File: src/rtl/pin_lock_controller.sv
// Purpose : PIN lock controller. Checks keypad PIN entries against a stored 4-digit BCD PIN and
//           runs the LOCKED/UNLOCKED/ADJUST/LOCKOUT state machine with lockout, auto-relock and PIN change.
// Latency : 1 cycle. All outputs are registered; an event sampled at edge N shows after edge N.
// Backpr. : none. validPin is a one-cycle pulse. kp_enable tells the keypad whether entries are accepted.
// Ports   : clk_500Hz, rst_n (async, active low) | userPin[15:0], validPin, lock_req, adjust_req in
//           status[1:0] (0 LOCKED 1 UNLOCKED 2 ADJUST 3 LOCKOUT), kp_enable, err_pulse, pin_changed,
//           attempts_left[3:0] out
module pin_lock_controller #(
    parameter logic [15:0] DEFAULT_PIN   = 16'h1234,
    parameter int unsigned MAX_ATTEMPTS  = 3,
    parameter int unsigned LOCKOUT_TICKS = 15000,
    parameter int unsigned UNLOCK_TICKS  = 5000
) (
    input  logic        clk_500Hz,
    input  logic        rst_n,
    input  logic [15:0] userPin,
    input  logic        validPin,
    input  logic        lock_req,
    input  logic        adjust_req,
    output logic [1:0]  status,
    output logic        kp_enable,
    output logic        err_pulse,
    output logic        pin_changed,
    output logic [3:0]  attempts_left
);

    typedef enum logic [1:0] {
        ST_LOCKED   = 2'd0,
        ST_UNLOCKED = 2'd1,
        ST_ADJUST   = 2'd2,
        ST_LOCKOUT  = 2'd3
    } state_t;

    typedef enum logic {
        ADJ_NEW     = 1'b0,
        ADJ_CONFIRM = 1'b1
    } adj_t;

    localparam logic [3:0]  MAX_A        = 4'(MAX_ATTEMPTS);
    localparam logic [15:0] UNLOCK_LAST  = 16'(UNLOCK_TICKS - 1);
    localparam logic [15:0] LOCKOUT_LAST = 16'(LOCKOUT_TICKS - 1);

    state_t      state_q, state_d;
    adj_t        adj_q, adj_d;
    logic [15:0] timer_q, timer_d;
    logic [15:0] stored_q, stored_d;
    logic [15:0] cand_q, cand_d;
    logic [3:0]  attempts_q, attempts_d;
    logic        err_q, err_d;
    logic        chg_q, chg_d;
    logic        kp_q, kp_d;

    always_ff @(posedge clk_500Hz or negedge rst_n) begin
        if (!rst_n) begin
            state_q    <= ST_LOCKED;
            adj_q      <= ADJ_NEW;
            timer_q    <= '0;
            stored_q   <= DEFAULT_PIN;
            cand_q     <= '0;
            attempts_q <= MAX_A;
            err_q      <= 1'b0;
            chg_q      <= 1'b0;
            kp_q       <= 1'b1;
        end else begin
            state_q    <= state_d;
            adj_q      <= adj_d;
            timer_q    <= timer_d;
            stored_q   <= stored_d;
            cand_q     <= cand_d;
            attempts_q <= attempts_d;
            err_q      <= err_d;
            chg_q      <= chg_d;
            kp_q       <= kp_d;
        end
    end

    always_comb begin
        state_d    = state_q;
        adj_d      = adj_q;
        timer_d    = timer_q;
        stored_d   = stored_q;
        cand_d     = cand_q;
        attempts_d = attempts_q;
        err_d      = 1'b0;
        chg_d      = 1'b0;

        case (state_q)
            ST_LOCKED: begin
                timer_d = '0;
                if (validPin) begin
                    if (userPin == stored_q) begin
                        state_d    = ST_UNLOCKED;
                        attempts_d = MAX_A;
                    end else begin
                        err_d = 1'b1;
                        // Last remaining attempt used: lock out and rearm the counter.
                        if (attempts_q == 4'd1) begin
                            state_d    = ST_LOCKOUT;
                            attempts_d = MAX_A;
                        end else begin
                            attempts_d = attempts_q - 4'd1;
                        end
                    end
                end
            end

            ST_UNLOCKED: begin
                timer_d = timer_q + 16'd1;
                if (lock_req) begin
                    state_d = ST_LOCKED;
                    timer_d = '0;
                end else if (adjust_req) begin
                    state_d = ST_ADJUST;
                    adj_d   = ADJ_NEW;
                    timer_d = '0;
                end else if (timer_q == UNLOCK_LAST) begin
                    state_d = ST_LOCKED;
                    timer_d = '0;
                end
            end

            ST_ADJUST: begin
                timer_d = timer_q + 16'd1;
                if (lock_req) begin
                    state_d = ST_LOCKED;
                    adj_d   = ADJ_NEW;
                    cand_d  = '0;
                    timer_d = '0;
                end else if (validPin) begin
                    // Any entry restarts the idle window.
                    timer_d = '0;
                    if (adj_q == ADJ_NEW) begin
                        cand_d = userPin;
                        adj_d  = ADJ_CONFIRM;
                    end else if (userPin == cand_q) begin
                        stored_d = cand_q;
                        chg_d    = 1'b1;
                        state_d  = ST_UNLOCKED;
                        adj_d    = ADJ_NEW;
                    end else begin
                        err_d = 1'b1;
                        adj_d = ADJ_NEW;
                    end
                end else if (timer_q == UNLOCK_LAST) begin
                    state_d = ST_LOCKED;
                    adj_d   = ADJ_NEW;
                    timer_d = '0;
                end
            end

            default: begin // ST_LOCKOUT: all requests ignored until the timer expires
                timer_d = timer_q + 16'd1;
                if (timer_q == LOCKOUT_LAST) begin
                    state_d = ST_LOCKED;
                    timer_d = '0;
                end
            end
        endcase

        kp_d = (state_d == ST_LOCKED) || (state_d == ST_ADJUST);
    end

    assign status        = state_q;
    assign kp_enable     = kp_q;
    assign err_pulse     = err_q;
    assign pin_changed   = chg_q;
    assign attempts_left = attempts_q;

endmodule

File: config.mk
export PLATFORM = sky130hd
export DESIGN_NAME = pin_lock_controller
export DESIGN_NICKNAME = d
export VERILOG_FILES = /design/src/rtl/pin_lock_controller.sv
export SDC_FILE = /design/constraint.sdc
export NUM_CORES = 1
export LEC_CHECK = 0
export ABC_AREA = 1
export CAP_MARGIN = 40
export CORE_MARGIN = 5
export CORE_UTILIZATION = 40
export CTS_CLUSTER_DIAMETER = 200
export CTS_CLUSTER_SIZE = 14
export DETAILED_ROUTE_END_ITERATION = 10
export PLACE_DENSITY = 0.69
export SYNTH_ARGS = -nofsm -noshare
export SYNTH_HDL_FRONTEND = slang
export SYNTH_SLANG_ARGS = --single-unit
File: constraint.sdc
create_clock -name clk_500Hz -period 1.7 [get_ports clk_500Hz]
set_clock_uncertainty 0.1 [all_clocks]
set_input_delay 0.425 -clock clk_500Hz [delete_from_list [all_inputs] [get_ports clk_500Hz]]
set_output_delay 0.425 -clock clk_500Hz [all_outputs]
set_load 0.01 [all_outputs]
Yosys cells after proc, flatten, opt, wreduce, memory -nomap -nowiden
Cells that the tools add are included.

Register bits after elaboration: 58. Input bits: 21. Output and inout bits: 9.

Add/sub/neg operators: 2. Equal/unequal tests: 12. Multiplexer cells: 43. Bitwise logic cells: 1. Reduce and logical (&&, ||, !) cells: 9.

Operators with widths (number): two-way mux 16 bit (9); one-hot mux 16 bit (3 select lines) (1); == test 16 bit (2); two-way mux 2 bit (11); two-way mux 1 bit (17); adder 16 x 1 -> 16 bit (second input constant) (1); == test 16 x 13 -> 1 bit (second input constant) (1); == test 16 x 14 -> 1 bit (second input constant) (1); two-way mux 4 bit (2); != test 2 bit (second input constant) (3); one-hot mux 2 bit (3 select lines) (1); AND reduction 5 bit (1); == test 2 bit (second input constant) (2); == test 4 x 1 -> 1 bit (second input constant) (1); zero test 2 bit (2); != test 4 bit (second input constant) (1); one-hot mux 1 bit (2 select lines) (2); AND reduction 4 bit (1); nonzero test 2 bit (2); subtractor 4 x 1 -> 4 bit (second input constant) (1); AND reduction 3 bit (1); == test 2 x 1 -> 1 bit (second input constant) (1); AND reduction 2 bit (1); logical OR 1 bit (1); inverter 1 bit (1).

Logic depth before layout (Yosys ltp)
Gate-level depths: netlist (run 1).

Word-level depth: 8. Mapped depth: 11. Depth with buffers taken out: 11.

Worst setup path after synthesis (run 1)
Ideal clock, no wire load.

Kind: flip-flop to flip-flop. Start: register timer_q[0]. End: register timer_q[12]. Arrival: 1.315 ns. Required time: 1.482 ns. Slack: 0.166 ns. Stages on the path, launching flop included: 11. Buffers on the path: 0. Clock period less this slack: 1.534 ns. Path through: dfrtp_1 ha_1 nand2_1 nor2_1 nand2_1 nor2_2 nand2_2 nor2_4 nand3_2 xor2_1 nor2_1.

Longest elaborated chain between the ends: 5. Elaborated cells between the ends (all ways): 10. Those cells by class: add/sub: 1; eq/ne: 2; mux: 7.

Ends and longest elaborated chain: start, declared (RTL line 45) `logic [15:0] timer_q, timer_d;`; start signal, assigned (RTL line 67) `timer_q <= timer_d;`; adder 16 x 1 -> 16 bit or == test 16 x 13 -> 1 bit (tied branches); two-way mux 16 bit (RTL line 116, 144); two-way mux 16 bit, on equally long branches (RTL line 129, 112); two-way mux 16 bit, on equally long branches (RTL line 124, 109); one-hot mux 16 bit (3 select lines) (*) (RTL line 87) `case (state_q)`; via timer_d[12] (RTL line 45).

The timed path passes the listed nets; every way through them passes the cells marked *. A chain may end at the register's enable or synchronous reset.

Worst setup path after layout (run 1)
Start: register timer_q[1]. End: register timer_q[8].

The elaborated chain is that of the path after synthesis.

==> reports/metrics.yaml, run 1 <==
status:
  status: "complete, but fails checks"
  violations: "setup timing"
global_route:
  grt_pass1_wl_um: 13370
  grt_use_total_pct: 16.43
  grt-ovfl-total: 0
  grt_max_degree: 49
  first_global_vias: 3028
  grt_antenna_before_repair: 0
setup_path:
  rr_worst_depth: 10
  critPathLaunchType: "flop"
  arrival_ns: 1.89
  path_max_fanout: 3
  r2r_slack_ns: -0.07
  max_stage_delay_ns: 0.39
  cp.depth: 10
  endpoint_kind: "flop"
  reg2reg_to: "timer_q[8]$_DFF_PN0_"
  cp_slowest_cell: "dfrtp_1"
  r2r_start: "timer_q[1]$_DFF_PN0_"
  crit_top_cell: "nor2_2"
  critical_path_buf_inv_count: 1
  required_ns: 1.82
  path_cells: "ha_4 > nand2_4 > nor2_2 > nand2_1 > nor2_2 > nand2_2 > nor2_4 > buf_4 > xor2_1 > nor2_1"
  crit_family: "simple AND/OR/NAND/NOR gates"
  worst-setup-path-type: "flop to flop"
power_and_ir_drop:
  peakVddDrop_mv: 0.3239
  power_w: 0.002946
  leakage_nw: 2.295
  power_density_nw_per_um2: 657.5
routing:
  vias: 2988
  wl_per_cell_um: 12.63
  routed_wl_um: 8057
  routed_via_density: 4.683
  drc: 0
  drt_iter0_markers: 118
  antenna_left: 0
  drtPass1Iterations: 4
synth:
  synth_top_family_by_area: "simple AND/OR/NAND/NOR gates"
  syn_area_um2: 3323
  synth_common_cells: "nand2_1 (143), inv_1 (65), nor2_1 (51), dfrtp_1 (50), nand3_1 (21)"
  synth_top_area_cell: "dfrtp_1"
  synth_compound_gate_area_share_pct: 8.547
  syn_nets: 467
  synthAdderAreaFrac_pct: 1.130
  yosysSeqAreaShare_pct: 43.98
  synth_edf_count: 0
  synthMostInstantiatedCell: "nand2_1"
  ys_warn_count: 0
  synth-simple-area-share_pct: 32.38
  synthMuxAreaShare_pct: 0
  synth_top_area_share_pct: 37.65
  ys_types: 29
  yosys_register_bits: 58
  avgSynthCellArea_um2: 7.502
  synthXorXnorAreaFrac_pct: 3.690
  synth_area_leaders: "dfrtp_1 (38%), nand2_1 (16%), inv_1 (7.3%)"
  async_flop_share_pct: 100.0
  ys.flop_type: "dfrtp_1"
  synth_cells: 443
final_layout:
  antenna_cells: 0
  final_nets: 552
  post_route_cells_drive_above_1_share_pct: 28.89
  area_growth_pct: 34.83
timing:
  report.final.slew_viol_count: 0
  period_needed_ns: 1.769
  hold_viol: 0
  fin_ws_ns: -0.06860
  relSlewSlack_pct: 79.37
  period_share_pct: 104.0
  tightest_slew_ns: 0.3083
  rsz0062_at_grt: "yes"
  finalSetupViolations: 18
  clock.fmax_ghz: 0.5654
  totalNegativeSetupSlack_ns: -0.3307
cts:
  clockBufferDepth: 2
  cts_made_buffers: 9
  root_buffer: "clkbuf_8"
  htreeDepth: 3
  cts_sinks: 58
  cts_tree: "yes"
  clk_pin_slew_ns: 0.06
  clk_latency_ns: 0.33
flow_run:
  maxCapViolations: 0
worst_hold_path:
  holdPathEnd: "stored_q[5]$_DFFE_PN1P_"
  hold_path_depth: 2
  hold_start: "stored_q[5]$_DFFE_PN1P_"
  hold_path.class: "flop to flop"
die:
  io_pins: 30
  start_util_pct: 40.65
  dieHeight_um: 101.2
  die_w_um: 101.2
  die_area_um2: 10230
  core_area_um2: 8175
  rows: 33
placement:
  dp_hpwl_um: 5537
  gp_congestion: 0.8234
  port_buffers: 29
## cell families (layout without fill, tap and decap cells)
kind of cell,Yosys count,in the layout
AOI/OAI and AO/OA,41,41
xor gates and xnor gates,14,14
adders and majority gates,3,3
buffers and inverters,82,172
DFF,58,58
and+or+nand+nor,245,245
## flip-flops by register name, indices dropped and copies added (netlist names)
| name | flops |
|---|---|
| timer_q | 16 |
| attempts_left | 4 |
| status | 2 |
| pin_changed | 1 |
| kp_enable | 1 |
| cand_q | 16 |
| stored_q | 16 |
| err_pulse | 1 |
| adj_q | 1 |
## report_power, final
part           internal (W)  leakage [nW]  switching, W
Combinational      0.000110          1.53      0.000145
Sequential          0.00140         0.660     0.0000122
Clock              0.000757         0.101      0.000521
Total               0.00227          2.29      0.000678
## stage by stage
stage / instances / setup slack (ns) / area (um^2) / utilization, % / hold WS, ns
floorplan: 443 / 0.1662 / 3323 / - / 0.02941
global placement: 608 / -0.4750 / 3999 / 48.91 / 0.2204
detailed placement: 608 / -0.4874 / 3999 / 48.91 / 0.2212
CTS: 630 / 0.002892 / 4267 / 52.19 / 0.3658
global route: 638 / -0.1689 / 4481 / 54.81 / 0.3950
finish: 638 / -0.06860 / 4481 / 54.81 / 0.3874
## final cells by class
class                           count  area (um^2)
Inverter                           76        287.8
Fill cell                         749         3695
Tap cell                          105        131.4
Sequential cell                    58         1464
Multi-Input combinational cell    303         1673
Clock inverter                      2        35.03
Timing Repair Buffer               80        726.9
Clock buffer                       14        162.7
## worst min-delay path: cells and delay by family, from the launching register on
kind	cells	cell delay [ns]
DFF	1	0.38
and+or+nand+nor	1	0.06
AOI/OAI and AO/OA	1	0.04
## timing repair
action                     4_1_cts  5_1_grt
hold endpoints to repair         9        0
setup endpoints to repair       31       43
setup buffers                    3        6
pin swaps                        8       21
hold buffers                     1        0
gates cloned                     2        2
gates resized for setup         34       54
## placed cells by master, fill, tap and decap left out, types with 3 or more instances in the layout
cell type	instances
o21ai_2	15
nand3_2	3
clkdlybuf4s50_1	3
clkbuf_16	3
nand2_2	9
nand4_1	5
nor2_1	47
inv_1	57
buf_12	3
dlygate4sd2_1	22
clkbuf_1	3
xor2_1	14
nand3_1	21
a21oi_1	3
dfrtp_1	48
nor3_1	4
nor2_4	3
clkbuf_8	11
nand2_4	14
nor2_2	6
o21ai_0	6
inv_2	18
dfstp_2	8
buf_4	43
nand2_1	124
o22ai_1	15
## worst max-delay path by stage
| stage | end | startpoint | slack [ns] |
|---|---|---|---|
| floorplan | timer_q[12]$_DFF_PN0_ | timer_q[0]$_DFF_PN0_ | 0.17 |
| global placement | stored_q[7]$_DFFE_PN0P_ | userPin[8] | -0.48 |
| detailed placement | stored_q[15]$_DFFE_PN0P_ | userPin[10] | -0.49 |
| CTS | attempts_left[1] | attempts_left[1]$_DFFE_PN1P_ | 0.003 |
| global route | timer_q[12]$_DFF_PN0_ | timer_q[1]$_DFF_PN0_ | -0.17 |
| finish | timer_q[8]$_DFF_PN0_ | timer_q[1]$_DFF_PN0_ | -0.07 |
## per-layer routing
| metal | GRT usage (%) | vias to the layer above | share of wire (%) |
|---|---|---|---|
| met5 | 0 | - | 0 |
| met2 | 29.23 | 34 | 53 |
| met3 | 2.824 | 16 | 2.9 |
| li1 | - | 1543 | - |
| met4 | 7.055 | 0 | 1.8 |
| met1 | 19.42 | 1395 | 42 |
(Power assumes the default switching activity.)
==> run 2, diff against run 1 <==
- ABC_CLOCK_PERIOD_IN_PS: unset -> 1700
- CORE_UTILIZATION: 40 -> 55
- PLACE_DENSITY: 0.69 -> 0.87
==> run 2 against run 1 <==
Compared with the run above: the flow still finishes with violations (setup timing); highest routed layer unchanged; die area is 25% lower; clock-buffer cell count shrank 1; sequential power barely moved; register-to-register slack better by 0.04 ns; combinational power increased by 4%; fmax increased by 2.0%; first-iteration DRC count increased by 130%; largest power group unchanged.
==> reports/metrics.yaml, run 2 (synthesized netlist as in run 1, its figures left out) <==
placement:
  port_buffers: 29  # unchanged
  place_ws_ns: -0.5373  # -0.04995 ns
  gp_congestion: 0.8896  # +8.0%
  dpl.cell_count: 579  # -4.8%
  dp_hpwl_um: 5343  # -3.5%
setup_path:
  reg2reg_to: "stored_q[3]$_DFFE_PN0P_"
  required_ns: 1.86  # +0.04 ns
  path_max_fanout: 5  # +2
  max_stage_delay_ns: 0.40  # about the same
  crit_family: "simple AND/OR/NAND/NOR gates"
  critPathLaunchType: "flop"
  r2r_start: "cand_q[13]$_DFFE_PN0P_"
  rr_worst_depth: 8  # -2
  endpoint_kind: "flop"
  r2r_slack_ns: -0.03  # +0.04 ns
  critical_path_buf_inv_count: 2  # +1
  worst-setup-path-type: "flop to flop"
  arrival_ns: 1.90  # about the same
  cp.depth: 8  # -2
  path_cells: "xor2_1 > nor2_1 > nand2_1 > nor2_4 > nand4_4 > buf_6 > buf_16 > o21ai_4"
  cp_slowest_cell: "dfrtp_1"
flow_run:
  maxCapViolations: 0  # unchanged
final_layout:
  final_nets: 548  # -0.72%
  multi_input_area_um2: 1624  # -2.9%
  final_common_cell: "nand2_1"
  top_regs: "cand_q x16, stored_q x16, timer_q x16"
  antenna_cells: 0  # unchanged
  area_growth_pct: 30.69
  mostFrequentLayoutCells: "nand2_1 (128), inv_1 (61), dfrtp_1 (50)"
  regArea_um2: 1461  # -0.17%
  post_route_cells_drive_above_1_share_pct: 26.47  # -2.4 points
  nFillCells: 411  # -45%
  final-instance-count-excl-fill: 604  # -5.3%
timing:
  fin_ws_ns: -0.03350  # +0.03510 ns
  tightest_slew_ns: 0.3075  # -0.0008671 ns
  clock.fmax_ghz: 0.5769  # +2.0%
  period_share_pct: 102.0  # -2.1 points
  hold_viol: 0  # unchanged
  finalSetupViolations: 6  # -12
  report.final.slew_viol_count: 0  # unchanged
  relSlewSlack_pct: 79.50  # +0.13 points
  rsz0062_at_grt: "yes"
  totalNegativeSetupSlack_ns: -0.08295  # +0.2478 ns
  period_needed_ns: 1.733  # -0.03510 ns
  whs_ns: 0.3717  # -0.01564 ns
cts:
  htreeDepth: 3  # unchanged
  clk_pin_slew_ns: 0.06  # about the same
  cts_tree: "yes"
  cts_sinks: 58  # unchanged
  clk_latency_ns: 0.34  # about the same
  clockBufferDepth: 2  # unchanged
  cts_made_buffers: 9  # unchanged
  root_buffer: "clkbuf_8"
routing:
  antenna_left: 0  # unchanged
  wl_per_cell_um: 14.44  # +14%
  routed_wl_um: 8720  # +8.2%
  drtPass1Iterations: 5  # +1
  routed_via_density: 5.334  # +14%
  drt_iter0_markers: 274  # +130%
  vias: 3222  # +7.8%
  drc: 0  # unchanged
global_route:
  grt_use_total_pct: 23.98  # +7.5 points
  first_global_vias: 3254  # +7.5%
  grt-ovfl-total: 0  # unchanged
  grt_pass1_wl_um: 14350  # +7.3%
  grt_antenna_before_repair: 0  # unchanged
  grt_max_degree: 59  # +20%
worst_hold_path:
  hold_start: "timer_q[0]$_DFF_PN0_"
  hold_path_depth: 1  # -1
  hold_path.class: "flop to flop"
  holdPathEnd: "timer_q[0]$_DFF_PN0_"
power_and_ir_drop:
  leakage_nw: 2.260  # -1.5%
  peakVddDrop_mv: 0.4297  # +33%
  power_density_nw_per_um2: 673.1  # +2.4%
die:
  rows: 28  # -15%
  die_area_um2: 7697  # -25%
  dieHeight_um: 87.73  # -13%
  core_area_um2: 5886  # -28%
  start_util_pct: 56.46  # +16 points
  die_w_um: 87.73  # -13%
  io_pins: 30  # unchanged
status:
  status: "complete, but fails checks"
  violations: "setup timing"
-- run 2: timing repair --
action / 4_1_cts / 5_1_grt
endpoints found under the setup margin: 33 / 43
hold endpoints to repair: 42 / 0
hold buffers: 1 / 0
gates resized for setup: 32 / 37
cloned: 3 / 0
pin swaps: 11 / 13
buffers inserted: 8 / 0
-- run 2: stage by stage --
step	total power, W	util (%)	instance area (um^2)
after CTS	0.002924	73.13	4304
after global routing	0.003045	73.79	4343
after global placement	0.001685	67.64	3981
after floorplan	0.001541	-	3323
after detailed placement	0.001694	67.64	3981
final	0.002923	73.79	4343
-- run 2: worst max-delay path by stage --
| stage | from | endpoint | slack [ns] |
|---|---|---|---|
| after floorplan | timer_q[0]$_DFF_PN0_ | timer_q[12]$_DFF_PN0_ | 0.17 |
| after CTS | attempts_left[1]$_DFFE_PN1P_ | attempts_left[1] | 0.003 |
| final | cand_q[13]$_DFFE_PN0P_ | stored_q[3]$_DFFE_PN0P_ | -0.03 |
| after global placement | userPin[10] | stored_q[15]$_DFFE_PN0P_ | -0.43 |
| after detailed placement | userPin[10] | stored_q[3]$_DFFE_PN0P_ | -0.54 |
| after global routing | cand_q[12]$_DFFE_PN0P_ | stored_q[3]$_DFFE_PN0P_ | -0.13 |
-- run 2: cell type report --
| class | count | area share, % |
|---|---|---|
| Clock buffer | 13 | 3.428 |
| Clock inverter | 3 | 0.9219 |
| Inverter | 76 | 6.626 |
| Multi-Input combinational cell | 303 | 37.40 |
| Sequential cell | 58 | 33.65 |
| Tap cell | 75 | 2.161 |
| Timing Repair Buffer | 76 | 15.82 |
-- run 2: per-layer routing --
metal,vias up,global-route usage [%],part of all wire (%)
li1,1533,-,-
met1,1508,28.30,40
met2,140,41.51,50
met3,41,3.857,5.7
met4,0,13.25,3.7
met5,-,0,0
-- run 2: where the power goes --
group / switching, W / leakage (nW) / internal [W] / total, W
clock: 0.000530 / 0.0974 / 0.000714 / 0.00124
combinational: 0.000155 / 1.50 / 0.000110 / 0.000265
sequential: 0.0000140 / 0.661 / 0.00140 / 0.00142
